===== config.mk =====
export PLATFORM = sky130hd
export DESIGN_NAME = cpu6_fetch_stage
export DESIGN_NICKNAME = d
export VERILOG_FILES = /design/src/rtl/cpu6_fetch_pkg.sv /design/src/rtl/cpu6_fetch_fifo.sv /design/src/rtl/cpu6_fetch_stage.sv
export SDC_FILE = /design/constraint.sdc
export NUM_CORES = 1
export LEC_CHECK = 0
export CORE_MARGIN = 4
export CORE_UTILIZATION = 40
export DETAILED_ROUTE_END_ITERATION = 7
export GPL_TIMING_DRIVEN = 0
export MAX_ROUTING_LAYER = met4
export PLACE_DENSITY = 0.68
export SYNTH_ARGS = -nofsm -noshare
export SYNTH_HDL_FRONTEND = slang
export SYNTH_SLANG_ARGS = --single-unit

===== constraint.sdc =====
create_clock -name clk -period 20.8 [get_ports clk]
set_input_delay 6.24 -clock clk [delete_from_list [all_inputs] [get_ports clk]]
set_output_delay 6.24 -clock clk [all_outputs]
set_load 0.005 [all_outputs]

===== src/rtl/cpu6_fetch_pkg.sv =====
// cpu6 fetch unit shared definitions.
// Datapath width, NOP encoding and reset vector used by the fetch stage.
package cpu6_fetch_pkg;

   localparam int CPU6_XLEN = 32;

   localparam logic [31:0] CPU6_NOP = 32'h0000_0013;

   localparam logic [CPU6_XLEN-1:0] CPU6_RESET_PC = '0;

endpackage


===== src/rtl/cpu6_fetch_fifo.sv =====
// cpu6 fetch buffer: synchronous FIFO with push/pop/flush and head peek.
// Ports: clk, rst_n (sync, active-low), push/wdata, pop, flush, head, count, full, empty.
module cpu6_fetch_fifo #(
   parameter int WIDTH = 64,
   parameter int DEPTH = 2,
   localparam int PW = (DEPTH > 1) ? $clog2(DEPTH) : 1,
   localparam int CW = $clog2(DEPTH + 1)
) (
   input  logic             clk,
   input  logic             rst_n,
   input  logic             push,
   input  logic [WIDTH-1:0] wdata,
   input  logic             pop,
   input  logic             flush,
   output logic [WIDTH-1:0] head,
   output logic [CW-1:0]    count,
   output logic             full,
   output logic             empty
);

   logic [WIDTH-1:0] mem [DEPTH];
   logic [PW-1:0]    rd_ptr;
   logic [PW-1:0]    wr_ptr;
   logic             do_push;
   logic             do_pop;

   function automatic logic [PW-1:0] inc(input logic [PW-1:0] p);
      return (p == PW'(DEPTH - 1)) ? '0 : p + 1'b1;
   endfunction

   assign empty   = (count == '0);
   assign full    = (count == CW'(DEPTH));
   // flush discards both the head and anything arriving this cycle
   assign do_push = push && !flush;
   assign do_pop  = pop && !empty && !flush;
   assign head    = mem[rd_ptr];

   always_ff @(posedge clk) begin
      if (!rst_n || flush) begin
         rd_ptr <= '0;
         wr_ptr <= '0;
         count  <= '0;
      end else begin
         if (do_push) wr_ptr <= inc(wr_ptr);
         if (do_pop)  rd_ptr <= inc(rd_ptr);
         count <= count + CW'(do_push) - CW'(do_pop);
      end
   end

   always_ff @(posedge clk) begin
      if (do_push) mem[wr_ptr] <= wdata;
   end

endmodule


===== src/rtl/cpu6_fetch_stage.sv =====
// cpu6 instruction fetch stage: owns fetch PC, credit-limited imem requests,
// response buffering, stall and redirect. Ports: clk, reset (sync, active-low),
// imem_req_*/imem_resp_*, redirect_valid/redirect_pc, stall, pc/instr/instr_valid.
module cpu6_fetch_stage
   import cpu6_fetch_pkg::*;
#(
   parameter int              XLEN     = CPU6_XLEN,
   parameter logic [XLEN-1:0] RESET_PC = XLEN'(CPU6_RESET_PC),
   parameter int              DEPTH    = 2
) (
   input  logic            clk,
   input  logic            reset,
   output logic            imem_req_valid,
   input  logic            imem_req_ready,
   output logic [XLEN-1:0] imem_req_addr,
   input  logic            imem_resp_valid,
   input  logic [31:0]     imem_resp_instr,
   input  logic            redirect_valid,
   input  logic [XLEN-1:0] redirect_pc,
   input  logic            stall,
   output logic [XLEN-1:0] pc,
   output logic [31:0]     instr,
   output logic            instr_valid
);

   localparam int CW = $clog2(DEPTH + 1);
   localparam int WW = CW + 1;

   logic [XLEN-1:0]    fetch_pc;
   logic [XLEN-1:0]    resp_pc;
   logic [XLEN-1:0]    target;
   logic [CW-1:0]      outstanding;
   logic [CW-1:0]      drop_cnt;
   logic [CW-1:0]      count;
   logic [WW-1:0]      credit;
   logic [XLEN+31:0]   head;
   logic               full;
   logic               empty;
   logic               pop;
   logic               push;
   logic               req_fire;
   logic               resp_fire;
   logic               dropping;

   assign target    = redirect_pc & ~XLEN'(3);
   assign pop       = !stall && !empty;
   // slots in use after this cycle's pop; a new request needs a free slot
   assign credit    = WW'(outstanding) + WW'(count) - WW'(pop);
   assign imem_req_valid = reset && !redirect_valid && (credit < WW'(DEPTH));
   assign imem_req_addr  = fetch_pc;
   assign req_fire  = imem_req_valid && imem_req_ready;
   assign resp_fire = imem_resp_valid;
   assign dropping  = (drop_cnt != '0);
   assign push      = resp_fire && !dropping && !redirect_valid;

   cpu6_fetch_fifo #(
      .WIDTH (XLEN + 32),
      .DEPTH (DEPTH)
   ) u_fifo (
      .clk   (clk),
      .rst_n (reset),
      .push  (push),
      .wdata ({resp_pc, imem_resp_instr}),
      .pop   (pop),
      .flush (redirect_valid),
      .head  (head),
      .count (count),
      .full  (full),
      .empty (empty)
   );

   always_ff @(posedge clk) begin
      if (!reset) begin
         fetch_pc    <= RESET_PC;
         resp_pc     <= RESET_PC;
         outstanding <= '0;
         drop_cnt    <= '0;
      end else begin
         outstanding <= outstanding + CW'(req_fire) - CW'(resp_fire);
         if (redirect_valid) begin
            fetch_pc <= target;
            resp_pc  <= target;
            // everything still in flight belongs to the old path
            drop_cnt <= outstanding - CW'(resp_fire);
         end else begin
            if (req_fire) fetch_pc <= fetch_pc + XLEN'(4);
            if (push)     resp_pc  <= resp_pc + XLEN'(4);
            if (resp_fire && dropping) drop_cnt <= drop_cnt - 1'b1;
         end
      end
   end

   assign instr_valid = !empty;
   assign pc          = empty ? '0 : head[XLEN+31:32];
   assign instr       = empty ? CPU6_NOP : head[31:0];

   a_no_overflow: assert property (
      @(posedge clk) disable iff (!reset) !(push && full && !pop)
   );

endmodule

## Word level (Yosys, flattened, before mapping)

Memories as Yosys holds them, arrays and structs flattened. A register that Yosys moved wholly into a read port is not among the register bits.
Index checks and enable logic that the tools add are counted.

- $add $sub $neg: 12
- Reduce and logical (&&, ||, !) cells: 22
- Multiplexer cells: 14
- Order comparisons: 1
- Bitwise gates (word level): 1

Operators with widths:

| cell | count |
|---|---|
| $mux W32 | 6 |
| $add A32 B3 Y32 const B | 2 |
| $logic_and A1 B1 Y1 | 10 |
| $reduce_bool A2 Y1 | 4 |
| $mux W1 | 6 |
| $sub A2 B1 Y2 | 3 |
| $logic_not A1 Y1 | 5 |
| $add A2 B1 Y2 | 2 |
| $mux W2 | 2 |
| $add A2 B2 Y3 | 1 |
| $lt A3 B2 Y1 const B | 1 |
| $sub A3 B1 Y3 | 1 |
| $add A1 B1 Y1 const B | 2 |
| $logic_not A2 Y1 | 1 |
| $reduce_or A2 Y1 | 1 |
| $sub A2 B1 Y2 const B | 1 |
| $logic_or A1 B1 Y1 | 1 |
| $not A1 Y1 | 1 |

- Word-level logic and storage cells: 60
- Memories: 1
- Register bits after elaboration: 72
- Output and inout port bits: 98
- Memory bits (writable): 128
- Input bits: 70

Memories:

| memory | depth | width | rd ports | clocked after memory_dff | wr ports | line | source |
|---|---|---|---|---|---|---|---|
| u_fifo.mem | 2 | 64 | 1 | 1 | 1 | cpu6_fetch_fifo.sv:21 | `logic [WIDTH-1:0] mem [DEPTH];` |

## Logic depth before layout (Yosys ltp)

- Word-level depth: 9
- Mapped depth: 16

## By module

A second synthesis with hierarchy kept.

- Cells, all modules: 747
- Area, all modules: 9,222.6 um^2

Modules (own cells, without submodules):

| module | times used | seq. area each (um^2) | cells each | area each (um^2) |
|---|---|---|---|---|
| cpu6_fetch_fifo | 1 | 3,943.8 | 226 | 5,122.4 |
| cpu6_fetch_stage | 1 | 1,281.2 | 521 | 4,100.2 |

## Least setup slack after synthesis

OpenSTA, ideal clock, no wires.

- Kind: input to output
- From: input port stall
- To: output port imem_req_valid
- Data arrival time: 7.473 ns
- Data required time: 14.560 ns
- Slack: 7.087 ns
- Cell stages on the path: 6
- Path buffers: 0
- Path through: nor2_1 -> ha_1 -> nand2b_1 -> fa_1 -> xor2_1 -> and3_1

- Cells in the longest elaborated chain, start to end: 5

RTL lines:

| what | line | source |
|---|---|---|
| start: declaration | cpu6_fetch_stage.sv:20 | `input logic stall,` |
| $logic_not A1 Y1 | cpu6_fetch_stage.sv:46 | `assign pop = !stall && !empty;` |
| $logic_and A1 B1 Y1 | cpu6_fetch_stage.sv:46 |  |
| $sub A3 B1 Y3 | cpu6_fetch_stage.sv:48 | `assign credit = WW'(outstanding) + WW'(count) - WW'(pop);` |
| $lt A3 B2 Y1 | cpu6_fetch_stage.sv:49 | `assign imem_req_valid = reset && !redirect_valid && (credit < WW'(DEPTH));` |
| $logic_and A1 B1 Y1 | cpu6_fetch_stage.sv:49 |  |
| end: declaration | cpu6_fetch_stage.sv:13 | `output logic imem_req_valid,` |

Every way passes these cells.

## Worst setup path after layout

Ends and elaborated chain as after synthesis.

==> impl_metrics.py <==
metrics = {
    "critical_path": {
        "max_stage_delay_ps": 500,
        "crit_path_max_fanout": 2,
        "start_kind": "input pin",
        "cpMaxStageDelayCell": "clkdlybuf4s50_1",
        "crit_path_end_kind": "output pin",
        "worstPathCellList": "clkdlybuf4s50_1 -> nor2_1 -> ha_1 -> nand2b_1 -> fa_1 -> xor2_1 -> and3_1 -> clkdlybuf4s50_1",
        "arrival_ps": 8510,
        "critPathBufInv": 2,
        "critPathMostFrequentCell": "clkdlybuf4s50_1",
        "cp_top_family": "buffers and inverters",
        "path_class": "in -> out",
        "worstPathRequired_ps": 14560,
    },
    "clocking": {
        "cts_tree": "done",
        "hold_buffers": 0,
        "clkLatencyLatePin_ps": 430,
        "root_buffer": "clkbuf_16",
        "cts_setup_buffers": 0,
        "numCtsBuffers": 17,
        "clockBufferDepth": 2,
        "htreeDepth": 4,
        "path_clk_slew_ps": 70,
        "post_cts_resize_count": 0,
        "cts.sinks": 193,
    },
    "timing": {
        "setup_violations": 0,
        "timing_max_transition_violations_final": 0,
        "post-route-period-util": 0.7091,
        "max_freq_ghz": 0.06780,
        "tightestPinTransition_ps": 1015,
        "setup_tns_ps": 0,
        "fin_worst_skew_ps": 12.93,
        "finalHoldViolCount": 0,
        "min_period_ps": 14750,
        "slew_headroom": 0.3211,
        "rsz0062_at_grt": "false",
    },
    "drt": {
        "drt_iter0_markers": 445,
        "drtPass1Iterations": 5,
        "vias_per_cell": 5.235,
        "vias": 6403,
        "drc": 0,
        "routed_wirelength_mm": 21.48,
        "ant_nets": 0,
        "wl_per_cell_microns": 17.57,
    },
    "power": {
        "ir_drop_mv": 0.04844,
        "p_leak_nw": 3.634,
        "cellPowerDensity_nw_per_um2": 77.83,
        "finalPower_uw": 867.5,
    },
    "grt": {
        "grt.met3_usage": 0.03209,
        "antenna_found_initial": 0,
        "gr-usage-met2": 0.2839,
        "grt_pass1_vias": 6103,
        "grt_pass1_wl_mm": 33.11,
        "grt_util_met1": 0.2547,
        "grt_max_degree": 63,
        "top_usage_layer": "met2",
        "grt_use_total": 0.1832,
        "grt_overflow": 0,
    },
    "placed_design": {
        "gp_congestion": 0.9695,
        "placed_cell_area_sq_um": 10550,
        "io_buffer_count": 161,
        "place_hpwl_mm": 15.72,
    },
    "yosys": {
        "yosysTopAreaCell": "edfxtp_1",
        "avgSynthCellArea_sq_um": 11.40,
        "synth_top_area_share": 0.4378,
        "synth-main-ff-cell": "edfxtp_1",
        "async_reset_ff_frac": 0,
        "ys_ff_latch": 193,
        "syn-instance-count": 746,
        "synthDistinctLibCells": 51,
        "synthTopCellsByArea": "edfxtp_1 44%, dfxtp_1 16%, mux2i_1 7.5%",
        "syn_area_sq_um": 8506,
        "ys_warn_count": 0,
        "synth-edff-count": 124,
        "seq_area_frac_synth": 0.6002,
    },
    "cells_and_area": {
        "num_antenna_cells": 0,
        "area_growth_pct": 31.04,
        "multi_input_area_sq_um": 3114,
        "register_area_sq_um": 5105,
        "layout-drive-gt1-share": 0.06013,
        "fillers": 1898,
        "nets": 1016,
        "finalInstanceArea_sq_um": 11150,
    },
    "floorplanning": {
        "core_sq_um": 20960,
        "die_w_microns": 153.8,
        "fp.dieH_microns": 153.8,
        "rows": 53,
        "initial_core_util": 0.4059,
        "ioPinCount": 168,
        "dieArea_sq_um": 23660,
    },
    "job": {
        "maxCapViolations": 0,
    },
    "hold_path": {
        "hold_class": "reg -> reg",
    },
    "status": {
        "outcome": "finished, final reports clean",
    },
}
-- path summary, 6_finish.rpt --
check	to	slack [ps]	cells past startpoint	from
max	imem_req_valid	6050	8	stall
min	u_fifo.mem[1][63]	470	0	resp_pc[31]
max reg2reg	outstanding[0]	15920	15	u_fifo.count[1]
min reg2reg	u_fifo.mem[1][63]	470	0	resp_pc[31]
-- power by group --
group / total [mW] / internal (mW) / leakage, nW / switching [mW]
clock network: 0.328 / 0.189 / 0.278 / 0.138
logic: 0.0953 / 0.0490 / 1.65 / 0.0463
registers: 0.444 / 0.428 / 1.71 / 0.0162
-- cells by family (layout without fill, tap and decap cells) --
logic type / Yosys count / count (layout) / share of synthesized area
and+or+nand+nor: 246 / 246 / 0.1436
DFF: 193 / 193 / 0.6002
AOI/OAI and AO/OA: 115 / 115 / 0.07885
buffers and inverters: 69 / 268 / 0.03589
muxes: 65 / 65 / 0.07664
xor gates and xnor gates: 46 / 46 / 0.04737
adders and majority gates: 11 / 11 / 0.01706
other: 1 / 4 / 0.0004409
-- flip-flops by register name, indices dropped and copies added, names as in the netlist, named ones only --
| name | count |
|---|---|
| outstanding | 2 |
| u_fifo.wr_ptr | 1 |
| imem_req_addr | 30 |
| resp_pc | 30 |
| u_fifo.count | 2 |
| u_fifo.mem | 124 |
| drop_cnt | 2 |
| u_fifo.rd_ptr | 1 |
-- stage by stage --
stage / hold WS [ps] / util / cells / setup WS (ps)
6_report: 465.1 / 0.5319 / 1223 / 6052
4_1_cts: 470.9 / 0.5319 / 1223 / 6016
2_1_floorplan: 425.6 / - / 749 / 7087
3_3_place_gp: 437.1 / 0.4998 / 1185 / 6039
3_5_place_dp: 455.4 / 0.5035 / 1191 / 6020
5_1_grt: 489.3 / 0.5319 / 1223 / 5908
-- final cells by class --
| class | instances | share of cell area |
|---|---|---|
| sequential | 193 | 0.4580 |
| multi-input combinational | 487 | 0.2794 |
| timing repair buffer | 167 | 0.1510 |
| clock buffer | 19 | 0.03884 |
| tap | 275 | 0.03087 |
| buffer | 44 | 0.01897 |
| clock inverter | 13 | 0.01448 |
| inverter | 25 | 0.008419 |
-- routing by layer --
layer	part of all wire	wire length, microns
met1	0.47	10020
met2	0.46	9780
met3	0.067	1435
met4	0.011	242
met5	0	0
-- cell usage in the layout (no fill, tap or decap), types with 24 or more instances in the layout --
cell type        count
dfxtp_1             69
clkbuf_1            33
nand2_1             35
edfxtp_1           124
mux2i_1             64
clkdlybuf4s50_1    161
nor2_1              92
inv_1               24
o21ai_0             31
a21oi_1             41
xnor2_1             32
-- synthesized netlist by cell type, drive strengths merged (7+ instances only) --
| library cell | n |
|---|---|
| edfxtp | 124 |
| nor2 | 92 |
| dfxtp | 69 |
| mux2i | 64 |
| a21oi | 41 |
| clkbuf | 35 |
| nand2 | 35 |
| xnor2 | 32 |
| o21ai | 31 |
| inv | 24 |
| nand3 | 18 |
| nor3 | 18 |
| and3 | 16 |
| nand4 | 16 |
| xor2 | 14 |
| a31oi | 13 |
| ha | 10 |
| nor4 | 10 |
| buf | 9 |
| and2 | 8 |
| a211oi | 7 |
| and4 | 7 |
| o22ai | 7 |
| or4 | 7 |
No activity file was read; power rests on OpenSTA's default activity.
